$ cat src/rtl/mcst_mii_pkg.sv
// Shared MII burst-generator constants: state encoding, PRBS9 seed/taps, preamble/SFD nibbles.
package mcst_mii_pkg;

  typedef logic [3:0] nibble_t;

  localparam logic [1:0] ST_IDLE = 2'd0;
  localparam logic [1:0] ST_PRE  = 2'd1;
  localparam logic [1:0] ST_DATA = 2'd2;
  localparam logic [1:0] ST_GAP  = 2'd3;

  // Taps at bits 8 and 4 give x^9 + x^5 + 1 with the newest bit shifted in at bit 0.
  localparam logic [8:0] PRBS9_SEED = 9'h1FF;
  localparam logic [8:0] PRBS9_TAPS = 9'h110;

  localparam nibble_t NIB_PREAMBLE = 4'h5;
  localparam nibble_t NIB_SFD      = 4'hD;

  typedef struct packed {
    logic [8:0] state;
    nibble_t    nibble;
  } prbs9_step_t;

  // Four PRBS9 steps; the first generated bit lands in nibble bit 0.
  function automatic prbs9_step_t prbs9_step4(input logic [8:0] state);
    prbs9_step_t r;
    logic [8:0]  t;
    logic        b;
    t        = state;
    r.nibble = 4'h0;
    for (int i = 0; i < 4; i++) begin
      b        = ^(t & PRBS9_TAPS);
      r.nibble = {b, r.nibble[3:1]};
      t        = {t[7:0], b};
    end
    r.state = t;
    return r;
  endfunction

endpackage

$ cat src/rtl/mii_burst_gen_if.sv
// MII Tx bus between the burst generator (master) and the Manchester transmitter (slave).
interface mii_burst_gen_if;
  import mcst_mii_pkg::*;

  nibble_t MiiTxData;
  logic    MiiTxEn;
  logic    MiiTxCEn;
  logic    MiiTxBusy;

  modport master (output MiiTxData, output MiiTxEn, input MiiTxCEn, input MiiTxBusy);
  modport slave  (input MiiTxData, input MiiTxEn, output MiiTxCEn, output MiiTxBusy);

endinterface

$ cat src/rtl/prbs9_nibble_src.sv
// PRBS9 nibble source; nibble shows the next four bits, advance consumes them.
// reset is active-low and asynchronous, restoring the seed.
module prbs9_nibble_src
  import mcst_mii_pkg::*;
(
  input  logic    clock,
  input  logic    reset,
  input  logic    advance,
  output nibble_t nibble
);

  logic [8:0]  state_r;
  prbs9_step_t step_s;

  assign step_s = prbs9_step4(state_r);
  assign nibble = step_s.nibble;

  // LFSR state register, seeded only by reset so bursts continue the sequence
  always_ff @(posedge clock or negedge reset) begin
    if (!reset) begin
      state_r <= PRBS9_SEED;
    end else if (advance) begin
      state_r <= step_s.state;
    end
  end

endmodule

$ cat src/rtl/mii_burst_gen.sv
// MII burst traffic generator: optional preamble/SFD, PRBS9 data nibbles, idle gap.
// Preamble/SFD slots exist only when MII_BURST_GEN_PREAMBLE_EN is defined.
module mii_burst_gen
  import mcst_mii_pkg::*;
#(
  parameter int unsigned BurstLen = 100,
  parameter int unsigned GapLen   = 20,
  parameter int unsigned PreLen   = 16
) (
  input  logic            SysClk,
  input  logic            McstTxRst_N,
  input  logic            Enable,
  mii_burst_gen_if.master mii,
  output logic [15:0]     BurstCnt,
  output logic            BurstDone
);

  localparam logic [15:0] BURST_LAST = 16'(BurstLen - 32'd1);
  localparam logic [15:0] GAP_LAST   = 16'(GapLen - 32'd1);
`ifdef MII_BURST_GEN_PREAMBLE_EN
  localparam logic [1:0]  FIRST_STATE = ST_PRE;
  localparam logic [15:0] FIRST_LAST  = 16'(PreLen - 32'd1);
`else
  localparam logic [1:0]  FIRST_STATE = ST_DATA;
  localparam logic [15:0] FIRST_LAST  = BURST_LAST;
  logic unused_pre_s;
  assign unused_pre_s = (PreLen == 32'd0) ^ (^{ST_PRE, NIB_PREAMBLE, NIB_SFD});
`endif

  logic [1:0]  state_r, state_s;
  logic [15:0] cnt_r, cnt_s;
  logic [15:0] burst_cnt_r;
  nibble_t     data_r, data_s, prbs_nib_s;
  logic        en_r, en_s;
  logic        done_r, last_s;
  logic        advance_s, start_s;

  assign start_s = Enable & ~mii.MiiTxBusy;

  prbs9_nibble_src u_prbs (
    .clock   (SysClk),
    .reset   (McstTxRst_N),
    .advance (advance_s),
    .nibble  (prbs_nib_s)
  );

  // State and counter for the slot loaded on the next CEn edge
  always_comb begin
    state_s = state_r;
    cnt_s   = cnt_r;
    case (state_r)
      ST_IDLE: begin
        if (start_s) begin
          state_s = FIRST_STATE;
          cnt_s   = FIRST_LAST;
        end else begin
          state_s = ST_IDLE;
          cnt_s   = 16'd0;
        end
      end
`ifdef MII_BURST_GEN_PREAMBLE_EN
      ST_PRE: begin
        if (cnt_r == 16'd0) begin
          state_s = ST_DATA;
          cnt_s   = BURST_LAST;
        end else begin
          cnt_s = cnt_r - 16'd1;
        end
      end
`endif
      ST_DATA: begin
        if (cnt_r == 16'd0) begin
          state_s = ST_GAP;
          cnt_s   = GAP_LAST;
        end else begin
          cnt_s = cnt_r - 16'd1;
        end
      end
      ST_GAP: begin
        // The last gap slot re-arms immediately so back-to-back bursts add no idle slot.
        if (cnt_r != 16'd0) begin
          cnt_s = cnt_r - 16'd1;
        end else if (start_s) begin
          state_s = FIRST_STATE;
          cnt_s   = FIRST_LAST;
        end else begin
          state_s = ST_IDLE;
          cnt_s   = 16'd0;
        end
      end
      default: begin
        state_s = ST_IDLE;
        cnt_s   = 16'd0;
      end
    endcase
  end

  // Line nibble for the upcoming slot
  always_comb begin
    data_s    = 4'h0;
    en_s      = 1'b0;
    last_s    = 1'b0;
    advance_s = 1'b0;
    case (state_s)
`ifdef MII_BURST_GEN_PREAMBLE_EN
      ST_PRE: begin
        en_s   = 1'b1;
        data_s = (cnt_s == 16'd0) ? NIB_SFD : NIB_PREAMBLE;
      end
`endif
      ST_DATA: begin
        en_s      = 1'b1;
        data_s    = prbs_nib_s;
        last_s    = (cnt_s == 16'd0);
        advance_s = mii.MiiTxCEn;
      end
      default: begin
        en_s   = 1'b0;
        data_s = 4'h0;
      end
    endcase
  end

  // Slot registers: everything but the done pulse moves only on CEn edges
  always_ff @(posedge SysClk or negedge McstTxRst_N) begin
    if (!McstTxRst_N) begin
      state_r     <= ST_IDLE;
      cnt_r       <= 16'd0;
      data_r      <= 4'h0;
      en_r        <= 1'b0;
      done_r      <= 1'b0;
      burst_cnt_r <= 16'd0;
    end else if (mii.MiiTxCEn) begin
      state_r     <= state_s;
      cnt_r       <= cnt_s;
      data_r      <= data_s;
      en_r        <= en_s;
      done_r      <= last_s;
      burst_cnt_r <= burst_cnt_r + {15'd0, last_s};
    end else begin
      done_r <= 1'b0;
    end
  end

  assign mii.MiiTxData = data_r;
  assign mii.MiiTxEn   = en_r;
  assign BurstCnt      = burst_cnt_r;
  assign BurstDone     = done_r;

endmodule
$ cat src/flat_wrapper.sv
// flat-port wrapper written by rule: the top's interface ports become plain ports
module mii_burst_gen_flat import mcst_mii_pkg::*;
#(
  parameter int unsigned BurstLen = 100,
  parameter int unsigned GapLen   = 20,
  parameter int unsigned PreLen   = 16
)
  (SysClk, McstTxRst_N, Enable, BurstCnt, BurstDone, mii_MiiTxData, mii_MiiTxEn, mii_MiiTxCEn, mii_MiiTxBusy);
  mii_burst_gen_if mii_i ();
  input  logic SysClk;
  input  logic McstTxRst_N;
  input  logic Enable;
  output logic [15:0] BurstCnt;
  output logic BurstDone;
  output wire logic [$bits(mii_i.MiiTxData)-1:0] mii_MiiTxData;
  output wire logic [$bits(mii_i.MiiTxEn)-1:0] mii_MiiTxEn;
  input wire logic [$bits(mii_i.MiiTxCEn)-1:0] mii_MiiTxCEn;
  input wire logic [$bits(mii_i.MiiTxBusy)-1:0] mii_MiiTxBusy;
  assign mii_MiiTxData = mii_i.MiiTxData;
  assign mii_MiiTxEn = mii_i.MiiTxEn;
  assign mii_i.MiiTxCEn = mii_MiiTxCEn;
  assign mii_i.MiiTxBusy = mii_MiiTxBusy;
  mii_burst_gen #(.BurstLen(BurstLen), .GapLen(GapLen), .PreLen(PreLen)) u_core (.SysClk(SysClk), .McstTxRst_N(McstTxRst_N), .Enable(Enable), .mii(mii_i), .BurstCnt(BurstCnt), .BurstDone(BurstDone));
endmodule
$ cat config.mk
export PLATFORM = sky130hd
export DESIGN_NAME = mii_burst_gen_flat
export DESIGN_NICKNAME = d
export VERILOG_FILES = /design/src/rtl/mcst_mii_pkg.sv /design/src/rtl/mii_burst_gen_if.sv /design/src/rtl/prbs9_nibble_src.sv /design/src/rtl/mii_burst_gen.sv /design/src/flat_wrapper.sv
export SDC_FILE = /design/constraint.sdc
export NUM_CORES = 1
export LEC_CHECK = 0
export ABC_AREA = 1
export CAP_MARGIN = 10
export CORE_AREA = 4 4 82 84
export CTS_BUF_LIST = sky130_fd_sc_hd__clkbuf_4 sky130_fd_sc_hd__clkbuf_8
export DETAILED_ROUTE_END_ITERATION = 6
export DIE_AREA = 0 0 86 88
export DONT_BUFFER_PORTS = 1
export HOLD_SLACK_MARGIN = 0.06
export PLACE_DENSITY_LB_ADDON = 0.05
export SETUP_SLACK_MARGIN = 0.1
export SYNTH_ARGS = -nofsm -noshare
export SYNTH_HDL_FRONTEND = slang
export SYNTH_SLANG_ARGS = --single-unit
$ cat constraint.sdc
create_clock -name SysClk -period 8.3 [get_ports SysClk]
set_clock_uncertainty 0.15 [all_clocks]
set_input_delay 2.49 -clock SysClk [delete_from_list [all_inputs] [get_ports SysClk]]
set_output_delay 2.49 -clock SysClk [all_outputs]
set_load 0.01 [all_outputs]
==> flow_metrics.tcl, run 1 <==
set metrics [dict create \
    design.core.area_um2 5920 \
    final_net_count 341 \
    synth.yosys.warnings 0 \
    synthesis.instances 329 \
    yosysSeqAreaShare 0.474 \
    met3RoutedLength_um 225 \
    finalSetupViolCount 0 \
    worstSetupEndpointType "flop" \
    power.leakage_uw 0.00147 \
    tritoncts "built" \
    grt_pass1_vias 2008 \
    antenna_violating_nets_post_route 0 \
    io_buffer_count 0 \
    asyncSetResetFlopFracSynth 1.00 \
    irDropWorstVdd_mv 0.145 \
    run_status "complete, no violations" \
    die_area_um2 7570 \
    number_of_antenna_violations_at_the_first_check_in_global_routing 0 \
    chipWidth_um 86 \
    path_class "input pin to flop" \
    peak_fanout_along_the_critical_path 4 \
    gp_congestion 0.811 \
    grt_use_total 0.160 \
    fillCellCount 575 \
    diodes_inserted 0 \
    dr.max_layer_used "met4" \
    yosysMostFrequentCell "nand2_1" \
    worst_endpoint_required_time_ps 8350 \
    post-route-util 0.474 \
    synth_fp_nets 338 \
    clock_transition_at_the_registers_of_the_reported_paths_ps 90 \
    postCtsSetupBuffers 0 \
    ys_seq_elements 49 \
    cts_buffers 5 \
    layoutNonFillerInstCount 408 \
    synthDistinctLibCells 27 \
    timing.final.crit_period_ps 4680 \
    clockRootBuffer "clkbuf_8" \
    dp_cells 400 \
    clk-insertion-delay-late_ps 300 \
    synth_top_area_share 0.383 \
    detailedRoute.firstPassIterationCount 4 \
    final.period_utilization 0.564 \
    clock.fmax_ghz 0.214 \
    power_density_nw_per_um2 342 \
    relSlewSlack 0.376 \
    cts-htree-levels 2 \
    routed_wire_length_per_instance_um 13.2 \
    die-height_um 88 \
    finalHoldViolCount 0 \
    share_of_post_route_cells_with_drive_strength_above_1 0.108 \
    postSynth.topFlopCell "dfrtp_1" \
    initial_core_util 0.441 \
    clock_tree.buffer_depth 2 \
    worst_hold_slack_ps 328 \
    drc 0 \
    worst_slew_pin_slew_ps 931 \
    hold_wc_path_type "flop to flop" \
    yosysTopAreaCell "dfrtp_1" \
    met2WireLength_mm 2.49 \
    maxSlewViolCount 0 \
    arrival_ps 4740 \
    dp_hpwl_mm 3.86 \
    synth_area_per_cell_um2 7.94 \
    worstSetupStartpointType "input pin" \
    synth.top_cells.by_count "98 x nand2_1, 40 x dfrtp_1, 35 x inv_1, 35 x nor2_1, 22 x o21ai_0" \
    synth_area_um2 2610 \
    area_growth_syn_to_layout_pct 7.38 \
    global_route.overflow_total 0 \
    clkSinkCount 49 \
    cts_hold_repair.buffers 0 \
    drt_wl_total_mm 5.37 \
    post_drt_via_cell_ratio 4.89 \
    io_pins 27 \
    synth-edff-count 0 \
    grt_setup_unrepaired "no" \
    met1Wirelength_mm 2.53 \
    grt_start_max_net_pins 50 \
    grt_pass1_wl_mm 9.39 \
    number_of_resized_instances_in_the_post_cts_repair_step 0 \
    via_count 1997 \
    netlist_top_cells_area "dfrtp_1 38%, nand2_1 14%, dfstp_2 9.1%, xor2_1 6.0%, inv_1 5.0%" \
    core.rowCount 28 \
    setup_tns_ps 0 \
    drv_cap 0 \
    drt_iter0_drc 102 \
]
## worst max-delay path, stage by stage
cell and delay (ps):
inv_1 30, nor2_1 200, o21ai_1 120, a21oi_1 160, nand2_1 60, nor2_1 90, nand2_1 90, nor2_1 130
ha_1 180, ha_1 160, nand4_1 140, nor3b_2 240, nand3_1 160, nor2_1 120, nand2_1 80, nor2_1 120
xnor2_1 120, inv_1 50
## kinds of logic after synthesis
logic type               Yosys count  synth area share
buffers and inverters             42            0.0627
adder cells (fa/ha/maj)            4            0.0192
XOR/XNOR                          21            0.0704
AO/OA/AOI/OAI                     38            0.0805
flip-flops                        49             0.474
AND/OR/NAND/NOR                  175             0.294
## through the flow
| stage | cell area (µm²) | power (µW) | setup slack [ps] |
|---|---|---|---|
| floorplan | 2610 | 699 | 3570 |
| global placement | 2690 | 786 | 3320 |
| detailed placement | 2690 | 789 | 3260 |
| CTS | 2810 | 971 | 3600 |
| global route | 2810 | 1060 | 3330 |
| finish | 2810 | 960 | 3620 |
## registers in the layout, indices dropped and copies added, names as in the netlist
| signal | cells |
|---|---|
| u_core.BurstCnt | 16 |
| u_core.BurstDone | 1 |
| u_core.cnt_r | 16 |
| u_core.mii.MiiTxData | 4 |
| u_core.mii.MiiTxEn | 1 |
| u_core.state_r | 2 |
| u_core.u_prbs.state_r | 9 |
## final cells by class
cell class	count	area (µm²)	area share
Sequential cell	49	1240	0.441
Multi-Input combinational cell	238	1210	0.432
Inverter	38	148	0.0526
Tap cell	75	93.8	0.0335
Clock buffer	6	76.3	0.0272
Clock inverter	2	38.8	0.0138
## layout by cell type (no fill, tap or decap), types with 3 or more instances in the layout
cell,Yosys,layout
a21oi_1,6,6
dfstp_2,9,9
nor2_1,35,35
ha_1,4,4
xnor2_1,3,3
o21ai_1,5,5
nand2_1,98,98
nand2_4,3,3
o21ai_0,22,22
clkbuf_8,0,5
nand3_1,19,19
dfrtp_1,40,40
nor2_2,8,8
inv_1,35,35
xor2_1,18,18
nand4_1,6,6
## final timing paths
check,startpoint,end,slack (ps),depth (start not counted)
worst max-delay path,Enable,u_core.BurstCnt[12]$_DFFE_PN0P_,3620,18
worst min-delay path,u_core.u_prbs.state_r[8]$_DFFE_PN1P_,u_core.u_prbs.state_r[8]$_DFFE_PN1P_,330,2
worst max register to register,u_core.cnt_r[0]$_DFFE_PN0P_,u_core.BurstCnt[12]$_DFFE_PN0P_,4870,20
worst min register to register,u_core.u_prbs.state_r[8]$_DFFE_PN1P_,u_core.u_prbs.state_r[8]$_DFFE_PN1P_,330,2
max in group asynchronous,McstTxRst_N,u_core.u_prbs.state_r[4]$_DFFE_PN1P_,6100,0
min in group asynchronous,McstTxRst_N,u_core.cnt_r[6]$_DFFE_PN0P_,1720,0
## where the power goes
group,total [µW],internal [µW],switching (µW)
Clock,176,93.8,82.4
Sequential,391,320,71.0
Combinational,392,136,256
## layer usage
metal  vias up  track usage
met5         -            0
met4         0       0.0691
met3        10       0.0414
met2        30        0.265
met1       909        0.197
li1       1048            -
No activity file was read; power rests on OpenSTA's default activity.
==> run 2, diff against run 1 <==
clock period = 4.1 ns   (was 8.3 ns; I/O delays follow)
==> flow_metrics.tcl, run 2 (same netlist as run 1, synthesis figures left out) <==
set metrics [dict create \
    clk-insertion-delay-late_ps 310 \
    maxSlewViolCount 0 \
    cp_top_family "simple AND/OR/NAND/NOR gates" \
    seq_power_share 0.408 \
    power_density_nw_per_um2 693 \
    drt_wl_total_mm 5.36 \
    tritoncts "built" \
    met3RoutedLength_um 221 \
    p_switching_uw 825 \
    grt_setup_unrepaired "no" \
    clock_tree.buffer_depth 2 \
    io_buffer_count 0 \
    worstPathCellList "inv_1 -> ha_1 -> nand3_1 -> nor2_2 -> nand2_4 -> nand2_4 -> nand2_1 -> nand2_1 -> nand2_1 -> nor2_1 -> nand3_1 -> nor2_1 -> ha_1 -> ha_1 -> nand4_1 -> nor3b_2 -> nand3_1 -> nor2_1 -> nand2_1 -> nor2_1 -> xnor2_1 -> inv_1" \
    internal_power_uw 1120 \
    setup_tns_ps 0 \
    postCtsSetupBuffers 0 \
    worstSetupStartpointType "flop" \
    dp_hpwl_mm 3.86 \
    number_of_resized_instances_in_the_post_cts_repair_step 0 \
    worst_endpoint_required_time_ps 4150 \
    critical-path-max-stage-delay_ps 390 \
    core.rowCount 28 \
    worst_slew_pin_slew_ps 969 \
    die-height_um 88 \
    worstSetupEndpointType "flop" \
    crit_slowest_cell "dfrtp_1" \
    final.period_utilization 0.841 \
    grt_pass1_vias 1952 \
    initial_core_util 0.441 \
    most-common-layout-cells "98 x nand2_1, 40 x dfrtp_1, 35 x inv_1, 35 x nor2_1, 22 x o21ai_0" \
    met1Wirelength_mm 2.48 \
    cts-htree-levels 2 \
    pwr-share-clk 0.191 \
    gp_congestion 0.798 \
    finalHoldViolCount 0 \
    clockRootBuffer "clkbuf_8" \
    area_growth_syn_to_layout_pct 7.57 \
    layoutNonFillerInstCount 408 \
    global_route.overflow_total 0 \
    fillCellCount 597 \
    timing.final.crit_period_ps 3450 \
    clock_transition_at_the_registers_of_the_reported_paths_ps 100 \
    relSlewSlack 0.350 \
    diodes_inserted 0 \
    worst-r2r-cell-count 22 \
    power_frac_comb 0.402 \
    grt_pass1_wl_mm 9.29 \
    worst_hold_path.num_cells 2 \
    clock.fmax_ghz 0.290 \
    design.core.area_um2 5920 \
    layout_commonest_cell "nand2_1" \
    clkSinkCount 49 \
    switching_share 0.424 \
    detailedRoute.firstPassIterationCount 4 \
    power.leakage_uw 0.00147 \
    cts_hold_repair.buffers 0 \
    arrival_ps 3500 \
    critical_path_buf_inv_count 2 \
    chipWidth_um 86 \
    grt_start_max_net_pins 50 \
    dr.max_layer_used "met4" \
    post_drt_via_cell_ratio 4.89 \
    drt_iter0_drc 63 \
    final_net_count 341 \
    routed_wire_length_per_instance_um 13.1 \
    finalSetupViolCount 0 \
    dp_cells 400 \
    io_pins 27 \
    die_area_um2 7570 \
    path_class "flop to flop" \
    via_count 1996 \
    number_of_antenna_violations_at_the_first_check_in_global_routing 0 \
    cts_buffers 5 \
    hold_wc_path_type "flop to flop" \
    antenna_violating_nets_post_route 0 \
    drv_cap 0 \
    drc 0 \
    grt_use_total 0.156 \
    share_of_post_route_cells_with_drive_strength_above_1 0.108 \
    irDropWorstVdd_mv 0.296 \
    run_status "complete, no violations" \
    met2WireLength_mm 2.57 \
    peak_fanout_along_the_critical_path 8 \
    worstSetupPathDepth 22 \
]
-- run 2: cell types whose count changed in the layout (fill, tap and decap cells not counted), sizes merged --
cell	before	now
clkinv	2	1
clkinvlp	0	1
-- run 2: worst paths after layout --
kind | from | to | slack (ps)
setup / recovery | u_core.cnt_r[0]$_DFFE_PN0P_ | u_core.BurstCnt[12]$_DFFE_PN0P_ | 650
hold / removal | u_core.u_prbs.state_r[8]$_DFFE_PN1P_ | u_core.u_prbs.state_r[8]$_DFFE_PN1P_ | 320
setup reg to reg | u_core.cnt_r[0]$_DFFE_PN0P_ | u_core.BurstCnt[12]$_DFFE_PN0P_ | 650
hold reg to reg | u_core.u_prbs.state_r[8]$_DFFE_PN1P_ | u_core.u_prbs.state_r[8]$_DFFE_PN1P_ | 320
max in group asynchronous | McstTxRst_N | u_core.u_prbs.state_r[8]$_DFFE_PN1P_ | 3150
min in group asynchronous | McstTxRst_N | u_core.cnt_r[6]$_DFFE_PN0P_ | 450
-- run 2: tightest hold or removal path: stages (launching register included) --
cell and delay [ps]:
dfstp_2 380, nand2_1 50, nand2_1 40
-- run 2: metrics by stage --
| step | setup WS (ps) | area, µm² | total power (µW) | util | hold WS, ps |
|---|---|---|---|---|---|
| after floorplan | 630 | 2610 | 1410 | - | 299 |
| after global placement | 385 | 2690 | 1590 | 0.454 | 309 |
| after detailed placement | 296 | 2690 | 1590 | 0.454 | 312 |
| after CTS | 623 | 2810 | 1960 | 0.475 | 326 |
| after global routing | 321 | 2810 | 2130 | 0.475 | 342 |
| final | 652 | 2810 | 1950 | 0.475 | 324 |
-- run 2: power groups by stage --
stage | combinational [µW] | clock, µW | sequential [µW]
3_3_place_gp | 785 | 0 | 802
5_1_grt | 913 | 401 | 820
6_report | 782 | 371 | 793
2_1_floorplan | 647 | 0 | 768
3_5_place_dp | 786 | 0 | 805
4_1_cts | 790 | 377 | 796
-- run 2: per-layer routing --
metal | up-vias | GRT usage
met5 | - | 0
li1 | 1045 | -
met4 | 0 | 0.0489
met1 | 912 | 0.200
met2 | 32 | 0.256
met3 | 7 | 0.0452
-- run 2: area by class of cell --
cell class / instances / area [µm²] / share of cell area
clock inverter: 2 / 37.5 / 0.0134
sequential: 49 / 1240 / 0.440
inverter: 38 / 148 / 0.0525
tap: 75 / 93.8 / 0.0334
multi-input combinational: 238 / 1210 / 0.431
clock buffer: 6 / 82.6 / 0.0294
==> run 3, diff against run 2 <==
clock period = 3.59 ns   (was 4.1 ns; I/O delays follow)
==> flow_metrics.tcl, run 3 (same netlist as run 1, synthesis figures left out) <==
set metrics [dict create \
    area_growth_syn_to_layout_pct 18.2 \
    drc 0 \
    post-route-util 0.522 \
    die-height_um 88 \
    crit_slowest_cell "dfrtp_1" \
    share_of_post_route_cells_with_drive_strength_above_1 0.241 \
    core.rowCount 28 \
    clock.fmax_ghz 0.304 \
    switching_share 0.426 \
    routed_wire_length_per_instance_um 13.6 \
    global_route.overflow_total 0 \
    final_net_count 352 \
    grt_setup_unrepaired "yes" \
    setup_tns_ps 0 \
    clock_transition_at_the_registers_of_the_reported_paths_ps 100 \
    diodes_inserted 0 \
    hold_wc_path_type "input pin to asynchronous set/reset pin" \
    arrival_ps 3340 \
    most-common-layout-cells "86 x nand2_1, 39 x dfrtp_1, 33 x inv_1, 25 x nor2_1, 22 x o21ai_0" \
    maxSlewViolCount 0 \
    final.period_utilization 0.918 \
    post_drt_via_cell_ratio 4.87 \
    grt_pass1_vias 2069 \
    number_of_antenna_violations_at_the_first_check_in_global_routing 0 \
    power_frac_comb 0.455 \
    design.core.area_um2 5920 \
    power_density_nw_per_um2 827 \
    clk-insertion-delay-late_ps 310 \
    seq_power_share 0.361 \
    io_buffer_count 0 \
    critical-path-max-stage-delay_ps 410 \
    pwr-share-clk 0.185 \
    timing.final.crit_period_ps 3290 \
    drt_iter0_drc 82 \
    cts_buffers 5 \
    p_switching_uw 1090 \
    initial_core_util 0.441 \
    detailedRoute.firstPassIterationCount 4 \
    power.leakage_uw 0.00155 \
    io_pins 27 \
    clockRootBuffer "clkbuf_8" \
    run_status "complete, no violations" \
    worstPathCellList "inv_2 -> ha_4 -> nand3_4 -> nor2_4 -> nand2_4 -> nand2_8 -> inv_8 -> nand2_2 -> nand2_1 -> nor2_4 -> nand3_2 -> nor2_2 -> ha_2 -> ha_4 -> nand4_1 -> nor3b_2 -> nand3_1 -> nor2_1 -> nand2_1 -> nor2_1 -> xnor2_1 -> inv_1" \
    cp_top_family "simple AND/OR/NAND/NOR gates" \
    critical_path_buf_inv_count 3 \
    via_count 2040 \
    internal_power_uw 1460 \
    worst_hold_slack_ps 297 \
    relSlewSlack 0.700 \
    tritoncts "built" \
    worstSetupEndpointType "flop" \
    grt_use_total 0.161 \
    worst_endpoint_required_time_ps 3640 \
    worst_slew_pin_slew_ps 446 \
    die_area_um2 7570 \
    peak_fanout_along_the_critical_path 9 \
    drt_wl_total_mm 5.69 \
    clkSinkCount 49 \
    chipWidth_um 86 \
    cts-htree-levels 2 \
    irDropWorstVdd_mv 0.354 \
    grt_pass1_wl_mm 9.70 \
    path_class "flop to flop" \
    finalSetupViolCount 0 \
    finalHoldViolCount 0 \
    antenna_violating_nets_post_route 0 \
    cts_hold_repair.buffers 0 \
    grt_start_max_net_pins 50 \
    drv_cap 0 \
    layout_commonest_cell "nand2_1" \
    clock_tree.buffer_depth 2 \
    gp_congestion 0.799 \
    dp_hpwl_mm 3.96 \
    worstSetupStartpointType "flop" \
]
-- run 3: cell types whose count changed in the layout (fill, tap and decap cells not counted), moves of 4 or more --
| cell | previous run | this run |
|---|---|---|
| nand2_1 | 98 | 86 |
| buf_4 | 0 | 11 |
| nand2_2 | 2 | 13 |
| nor2_1 | 35 | 25 |
| nand3_1 | 19 | 13 |
| nand3_2 | 0 | 5 |
| nor2_2 | 8 | 13 |
| nor2_4 | 0 | 5 |
| ha_1 | 4 | 0 |
-- run 3: per-layer routing --
metal / vias up / global-route usage / routed length [µm]
li1: 1062 / - / -
met1: 943 / 0.209 / 2660
met2: 30 / 0.267 / 2760
met3: 5 / 0.0386 / 208
met4: 0 / 0.0504 / 59
met5: - / 0 / 0
-- run 3: repair_timing --
item | in CTS | in global routing
setup buffers | 0 | 8
hold endpoints to repair | 0 | 0
gates resized for setup | 0 | 50
endpoints found under the setup margin | 0 | 8
-- run 3: final timing paths --
check | startpoint | end | slack [ps] | cells past startpoint
worst max-delay path | u_core.cnt_r[0]$_DFFE_PN0P_ | u_core.BurstCnt[12]$_DFFE_PN0P_ | 300 | 22
worst min-delay path | McstTxRst_N | u_core.cnt_r[6]$_DFFE_PN0P_ | 300 | 0
worst max register to register | u_core.cnt_r[0]$_DFFE_PN0P_ | u_core.BurstCnt[12]$_DFFE_PN0P_ | 300 | 22
worst min register to register | u_core.u_prbs.state_r[8]$_DFFE_PN1P_ | u_core.u_prbs.state_r[8]$_DFFE_PN1P_ | 330 | 2
max in group asynchronous | McstTxRst_N | u_core.u_prbs.state_r[5]$_DFFE_PN1P_ | 2770 | 0
min in group SysClk | u_core.u_prbs.state_r[8]$_DFFE_PN1P_ | u_core.u_prbs.state_r[8]$_DFFE_PN1P_ | 330 | 2
-- run 3: per-stage QoR --
| stage | power (µW) | area, µm² | std cells | setup WS, ps |
|---|---|---|---|---|
| 2_1_floorplan | 1620 | 2610 | 329 | 273 |
| 3_3_place_gp | 1810 | 2710 | 403 | 85.1 |
| 3_5_place_dp | 1820 | 2710 | 403 | 5.22 |
| 4_1_cts | 2310 | 2850 | 411 | 153 |
| 5_1_grt | 2790 | 3090 | 419 | -7.43 |
| 6_report | 2550 | 3090 | 419 | 296 |
-- run 3: power groups by stage --
| stage | sequential [µW] | clock (µW) | combinational (µW) |
|---|---|---|---|
| finish | 920 | 471 | 1160 |
| global route | 948 | 506 | 1330 |
| CTS | 909 | 486 | 911 |
| detailed placement | 920 | 0 | 904 |
| global placement | 916 | 0 | 898 |
| floorplan | 877 | 0 | 738 |
-- run 3: final cells by class --
cell class              instances  area, µm²
flip-flops and latches         49       1240
repair buffers                 11       82.6
clock inverters                 3       65.1
multi-input cells             238       1390
inverters                      38        153
clock buffers                   5       68.8
fillers                       573       2830
well taps                      75       93.8
